$ cat src/rtl/alu_pipe_arbiter_pkg.sv
// Shared types for the two-requester pipelined ALU: requester id, latency and
// round-robin pointer encoding.
package alu_pipe_arbiter_pkg;

    localparam int LAT_CYCLES = 3;

    typedef logic req_id_t;

    typedef enum logic {
        LAST0 = 1'b0,
        LAST1 = 1'b1
    } ptr_state_t;

    typedef struct packed {
        logic    valid;
        req_id_t id;
    } tag_t;

endpackage

$ cat src/rtl/alu_pipe_dp.sv
// Three-stage datapath computing F = ((a+b) + (c-d)) * d modulo 2^N.
// Each stage loads only when its input stage holds a live operation, so the
// final register keeps the last result between strobes.
module alu_pipe_dp #(
    parameter int N = 10
) (
    input  logic         clk,
    input  logic         rst_n,
    input  logic         in_en,
    input  logic         s1_en,
    input  logic         s2_en,
    input  logic [N-1:0] a,
    input  logic [N-1:0] b,
    input  logic [N-1:0] c,
    input  logic [N-1:0] d,
    output logic [N-1:0] f
);

    logic [N-1:0] s1_ab;
    logic [N-1:0] s1_cd;
    logic [N-1:0] s1_d;
    logic [N-1:0] s2_sum;
    logic [N-1:0] s2_d;
    logic [N-1:0] s3_f;

    always_ff @(posedge clk or negedge rst_n) begin
        if (!rst_n) begin
            s1_ab  <= '0;
            s1_cd  <= '0;
            s1_d   <= '0;
            s2_sum <= '0;
            s2_d   <= '0;
            s3_f   <= '0;
        end else begin
            if (in_en) begin
                s1_ab <= a + b;
                s1_cd <= c - d;
                s1_d  <= d;
            end
            if (s1_en) begin
                s2_sum <= s1_ab + s1_cd;
                s2_d   <= s1_d;
            end
            if (s2_en) begin
                s3_f <= s2_sum * s2_d;
            end
        end
    end

    assign f = s3_f;

endmodule

$ cat src/rtl/alu_pipe_arbiter.sv
// Round-robin arbiter feeding a shared 3-cycle ALU pipeline; a tag shift
// register tracks ownership so each result strobes back to its requester.
module alu_pipe_arbiter
    import alu_pipe_arbiter_pkg::*;
#(
    parameter int N   = 10,
    parameter int LAT = LAT_CYCLES
) (
    input  logic         clk,
    input  logic         rst_n,
    input  logic         req0_valid,
    input  logic         req1_valid,
    output logic         req0_ready,
    output logic         req1_ready,
    input  logic [N-1:0] req0_a,
    input  logic [N-1:0] req0_b,
    input  logic [N-1:0] req0_c,
    input  logic [N-1:0] req0_d,
    input  logic [N-1:0] req1_a,
    input  logic [N-1:0] req1_b,
    input  logic [N-1:0] req1_c,
    input  logic [N-1:0] req1_d,
    input  logic         issue_en,
    output logic         res0_valid,
    output logic         res1_valid,
    output logic [N-1:0] res_f,
    output logic         busy
);

    ptr_state_t ptr_q;
    ptr_state_t ptr_d;
    logic       grant0;
    logic       grant1;
    logic       xfer;
    req_id_t    sel_id;
    tag_t       tag_q [LAT];

    logic [N-1:0] op_a;
    logic [N-1:0] op_b;
    logic [N-1:0] op_c;
    logic [N-1:0] op_d;

    always_ff @(posedge clk or negedge rst_n) begin
        if (!rst_n) begin
            ptr_q <= LAST1;
        end else begin
            ptr_q <= ptr_d;
        end
    end

    // Ready is gated by rst_n so nothing is offered while reset is held.
    always_comb begin
        ptr_d  = ptr_q;
        grant0 = 1'b0;
        grant1 = 1'b0;
        if (req0_valid && (!req1_valid || ptr_q == LAST1)) begin
            grant0 = 1'b1;
        end else if (req1_valid) begin
            grant1 = 1'b1;
        end
        req0_ready = rst_n && issue_en && grant0;
        req1_ready = rst_n && issue_en && grant1;
        if (req0_ready) begin
            ptr_d = LAST0;
        end else if (req1_ready) begin
            ptr_d = LAST1;
        end
    end

    assign xfer   = req0_ready || req1_ready;
    assign sel_id = req1_ready;

    always_comb begin
        op_a = req0_a;
        op_b = req0_b;
        op_c = req0_c;
        op_d = req0_d;
        if (sel_id) begin
            op_a = req1_a;
            op_b = req1_b;
            op_c = req1_c;
            op_d = req1_d;
        end
    end

    always_ff @(posedge clk or negedge rst_n) begin
        if (!rst_n) begin
            for (int i = 0; i < LAT; i++) begin
                tag_q[i] <= '0;
            end
        end else begin
            tag_q[0] <= '{valid: xfer, id: sel_id};
            for (int i = 1; i < LAT; i++) begin
                tag_q[i] <= tag_q[i-1];
            end
        end
    end

    always_comb begin
        busy = 1'b0;
        for (int i = 0; i < LAT; i++) begin
            busy = busy | tag_q[i].valid;
        end
        res0_valid = tag_q[LAT-1].valid && (tag_q[LAT-1].id == 1'b0);
        res1_valid = tag_q[LAT-1].valid && (tag_q[LAT-1].id == 1'b1);
    end

    alu_pipe_dp #(.N(N)) u_dp (
        .clk   (clk),
        .rst_n (rst_n),
        .in_en (xfer),
        .s1_en (tag_q[0].valid),
        .s2_en (tag_q[1].valid),
        .a     (op_a),
        .b     (op_b),
        .c     (op_c),
        .d     (op_d),
        .f     (res_f)
    );

endmodule
$ cat config.mk
export PLATFORM = sky130hd
export DESIGN_NAME = alu_pipe_arbiter
export DESIGN_NICKNAME = d
export VERILOG_FILES = /design/src/rtl/alu_pipe_arbiter_pkg.sv /design/src/rtl/alu_pipe_dp.sv /design/src/rtl/alu_pipe_arbiter.sv
export SDC_FILE = /design/constraint.sdc
export NUM_CORES = 1
export LEC_CHECK = 0
export CAP_MARGIN = 20
export CORE_MARGIN = 8
export CORE_UTILIZATION = 48
export DETAILED_ROUTE_END_ITERATION = 10
export GPL_ROUTABILITY_DRIVEN = 0
export PLACE_DENSITY = 0.77
export SLEW_MARGIN = 20
export SYNTH_ARGS = -nofsm -noshare
export SYNTH_HDL_FRONTEND = slang
export SYNTH_SLANG_ARGS = --single-unit
$ cat constraint.sdc
create_clock -name clk -period 3.9 [get_ports clk]
set_input_delay 0.39 -clock clk [delete_from_list [all_inputs] [get_ports clk]]
set_output_delay 0.39 -clock clk [all_outputs]
set_load 0.05 [all_outputs]
==> flow_summary.json <==
{
  "detailedRoute.firstPassIterationCount": 4,
  "grt_antenna_before_repair": 0,
  "rr_startpoint": "u_dp.s2_d[3]",
  "start_kind": "flip-flop",
  "final-instance-count-excl-fill": 870,
  "wire_length_of_the_first_global_routing_pass_um": 20600,
  "boundaryPins": 100,
  "slowest_cp_cell": "fa_1",
  "failed_checks": "negative setup slack",
  "rows": 38,
  "mappedNetlistArea_um2": 5300,
  "holdWs_ps": 294,
  "final_min_period_over_clock_period_pct": 105,
  "gr_layer_usage_met2_pct": 31.2,
  "grt_max_degree": 68,
  "rr_worst_depth": 14,
  "maxSlewViolCount": 0,
  "grtUsageMet1_pct": 18.6,
  "postLayoutSetupSlackWorst_ps": -196,
  "rsz0062_at_grt": "yes",
  "synth_most_common_cell": "nand2_1",
  "globalRoute.totalOverflow": 0,
  "placedInstanceArea_um2": 6620,
  "finalCoreUtilization_pct": 64.4,
  "post_synth_most_frequent_cells": "nand2_1 (163), dfrtp_1 (66), ha_1 (51)",
  "path_depth": 14,
  "netlist.top_cell.by_area": "dfrtp_1",
  "drcViolationCount": 0,
  "crit_path_kind": "reg2reg",
  "critical_path_cell_by_cell": "nand2_1 -> fa_1 -> inv_1 -> fa_1 -> ha_4 -> fa_1 -> inv_1 -> fa_1 -> inv_1 -> ha_4 -> or4_1 -> a31oi_1 -> xnor2_1 -> a21oi_1",
  "critical_path.most_common_cell": "fa_1",
  "clk_transition_reported_paths_ps": 80,
  "final_layout_size_suffix_gt1_share_pct": 14.0,
  "tightest_slew_ps": 880,
  "max-clock-path-buffers": 2,
  "r2r_path_end": "u_dp.f[9]",
  "post_drt_via_cell_ratio": 4.93,
  "crit_buf_inv": 3,
  "synth_cells": 604,
  "finalSetupViolCount": 2,
  "drt_first_iter_violations": 148,
  "slack_of_the_worst_reg_to_reg_path_ps": -200,
  "met3_demand_to_capacity_share_in_global_routing_pct": 5.12,
  "total_instance_count_after_detailed_placement": 848,
  "postSynthNetCount": 765,
  "chipHeight_um": 121,
  "timing.clock.skew_ps": 9.66,
  "routed-via-count": 4290,
  "synth.ff_latch_count": 67,
  "finalCriticalPeriod_ps": 4100,
  "tritoncts_clock_tree": "done",
  "coreArea_um2": 10800,
  "cap_viol_max_count": 0,
  "cp.arrival_ps": 4310,
  "cts.sink_count": 67,
  "total_leakage_power_nw": 3.42,
  "track_usage_pct": 17.1,
  "synth_flop_cell": "dfrtp_1",
  "fin_nets": 885,
  "postSynth.asyncResetShare_pct": 100,
  "max_slew_margin_pct": 41.1,
  "fillCellCount": 908,
  "design_area_um2": 6950,
  "vdd.ir_drop.worst_uv": 1080,
  "crit_path_capture_type": "flip-flop",
  "dpl.hpwl_um": 9830,
  "critPathTopFamily": "adder cells",
  "die_area_um2": 14700,
  "critical_path.max_fanout": 6,
  "flow.area_growth_from_synthesis_pct": 31.2,
  "port_buffers": 99,
  "clock_latency_ps": 350,
  "post_detailed_route_wirelength_per_cell_um": 13.8,
  "clockRootBuffer": "clkbuf_8",
  "synth.yosys.seq_area_share_pct": 31.7,
  "post_synth.cell_area_avg_um2": 8.77,
  "first_global_vias": 4651,
  "numCtsBuffers": 9,
  "min-delay-path-class": "in2async",
  "fmax_mhz": 244,
  "die_w_um": 121,
  "synth_warnings": 0,
  "finalWirelength_um": 12000,
  "critPathRequiredTime_ps": 4120,
  "synth_largest_type_area_fraction_pct": 31.2,
  "outcome": "complete, but fails checks",
  "start_util_pct": 49.1,
  "synthTopCellsByArea": "dfrtp_1 (31%), ha_1 (12%), nand2_1 (12%)",
  "timing.critical_path.slowest_cell_delay_ps": 540,
  "htree_num_levels": 3,
  "total_power_per_unit_cell_area_nw_per_um2": 808,
  "postRouteAntennaNets": 0,
  "report.final.hold_viol_count": 0,
  "synth-edff-count": 0,
  "p_total_w": 0.00562,
  "grt_busiest_layer": "met2",
  "yosys.cell_types.count": 32
}
per-layer routing:
layer / vias up / part of all wire [%]
li1: 2185 / -
met1: 1987 / 43
met2: 101 / 50
met3: 17 / 5.5
met4: 0 / 1.4
met5: - / 0
layout make-up:
cell class / count / area (um^2) / area share (%)
repair buffers: 132 / 1240 / 17.9
diodes: 1 / 2.50 / 0.0360
well taps: 140 / 175 / 2.52
clock buffers: 12 / 165 / 2.38
inverters: 49 / 184 / 2.65
multi-input cells: 465 / 3440 / 49.6
flip-flops and latches: 67 / 1690 / 24.3
clock inverters: 4 / 47.5 / 0.684
kinds of logic (layout without fill, tap and decap cells):
logic type / after synthesis / in the layout / share of synthesized area, %
xor gates and xnor gates: 50 / 50 / 8.27
muxes: 34 / 34 / 6.99
buffers and inverters: 72 / 197 / 5.22
other: 0 / 1 / 0
adders and majority gates: 76 / 76 / 21.5
DFF: 67 / 67 / 31.7
AOI/OAI and AO/OA: 83 / 83 / 8.88
and+or+nand+nor: 222 / 222 / 17.5
worst max-delay path by stage:
stage | from | to
floorplan | u_dp.s2_d[1] | u_dp.f[9]
global placement | u_dp.s2_d[1] | u_dp.f[9]
detailed placement | u_dp.s2_d[1] | u_dp.f[9]
CTS | u_dp.s2_sum[5] | u_dp.f[9]
global route | u_dp.s2_d[3] | u_dp.f[9]
finish | u_dp.s2_d[3] | u_dp.f[9]
per-stage QoR:
step | setup slack [ps] | setup TNS [ps]
6_report | -196 | -223
5_1_grt | -327 | -581
4_1_cts | -240 | -261
3_5_place_dp | -367 | -782
3_3_place_gp | -261 | -412
2_1_floorplan | -112 | -112
state kept, by name, indices dropped and copies added, names as in the netlist:
signal,count
u_dp.s2_sum,10
u_dp.s1_ab,10
u_dp.s2_d,10
tag_q,6
u_dp.s1_cd,10
u_dp.f,10
ptr_q,1
u_dp.s1_d,10
report_power, final:
group          switching (W)  total [W]  internal, W  leakage, nW
Clock               0.000264   0.000610     0.000345        0.108
Combinational        0.00188    0.00389      0.00201         2.49
Sequential          0.000199    0.00111     0.000914        0.818
timing repair:
action	4_1_cts	5_1_grt
endpoints found under the hold margin	0	0
pin swaps	20	11
setup buffers	5	0
hold buffers	0	0
resized for setup	15	4
setup endpoints to repair	4	4
cell usage in the layout, fill, tap and decap left out, types with 3 or more instances in the layout:
cell type and count:
a21o_1 10, a21oi_1 20, and2_1 19, buf_4 33, clkbuf_8 12, clkdlybuf4s50_1 97
dfrtp_1 59, dfrtp_2 7, fa_1 23, ha_1 47, ha_4 4, inv_1 47
mux2_2 24, mux2i_1 10, nand2_1 157, nand2_2 5, nand2b_1 3, nand3_1 3
nor2_1 20, nor2b_1 6, o21ai_0 39, o21bai_1 3, xnor2_1 37, xor2_1 12
No activity file was read; power rests on OpenSTA's default activity.
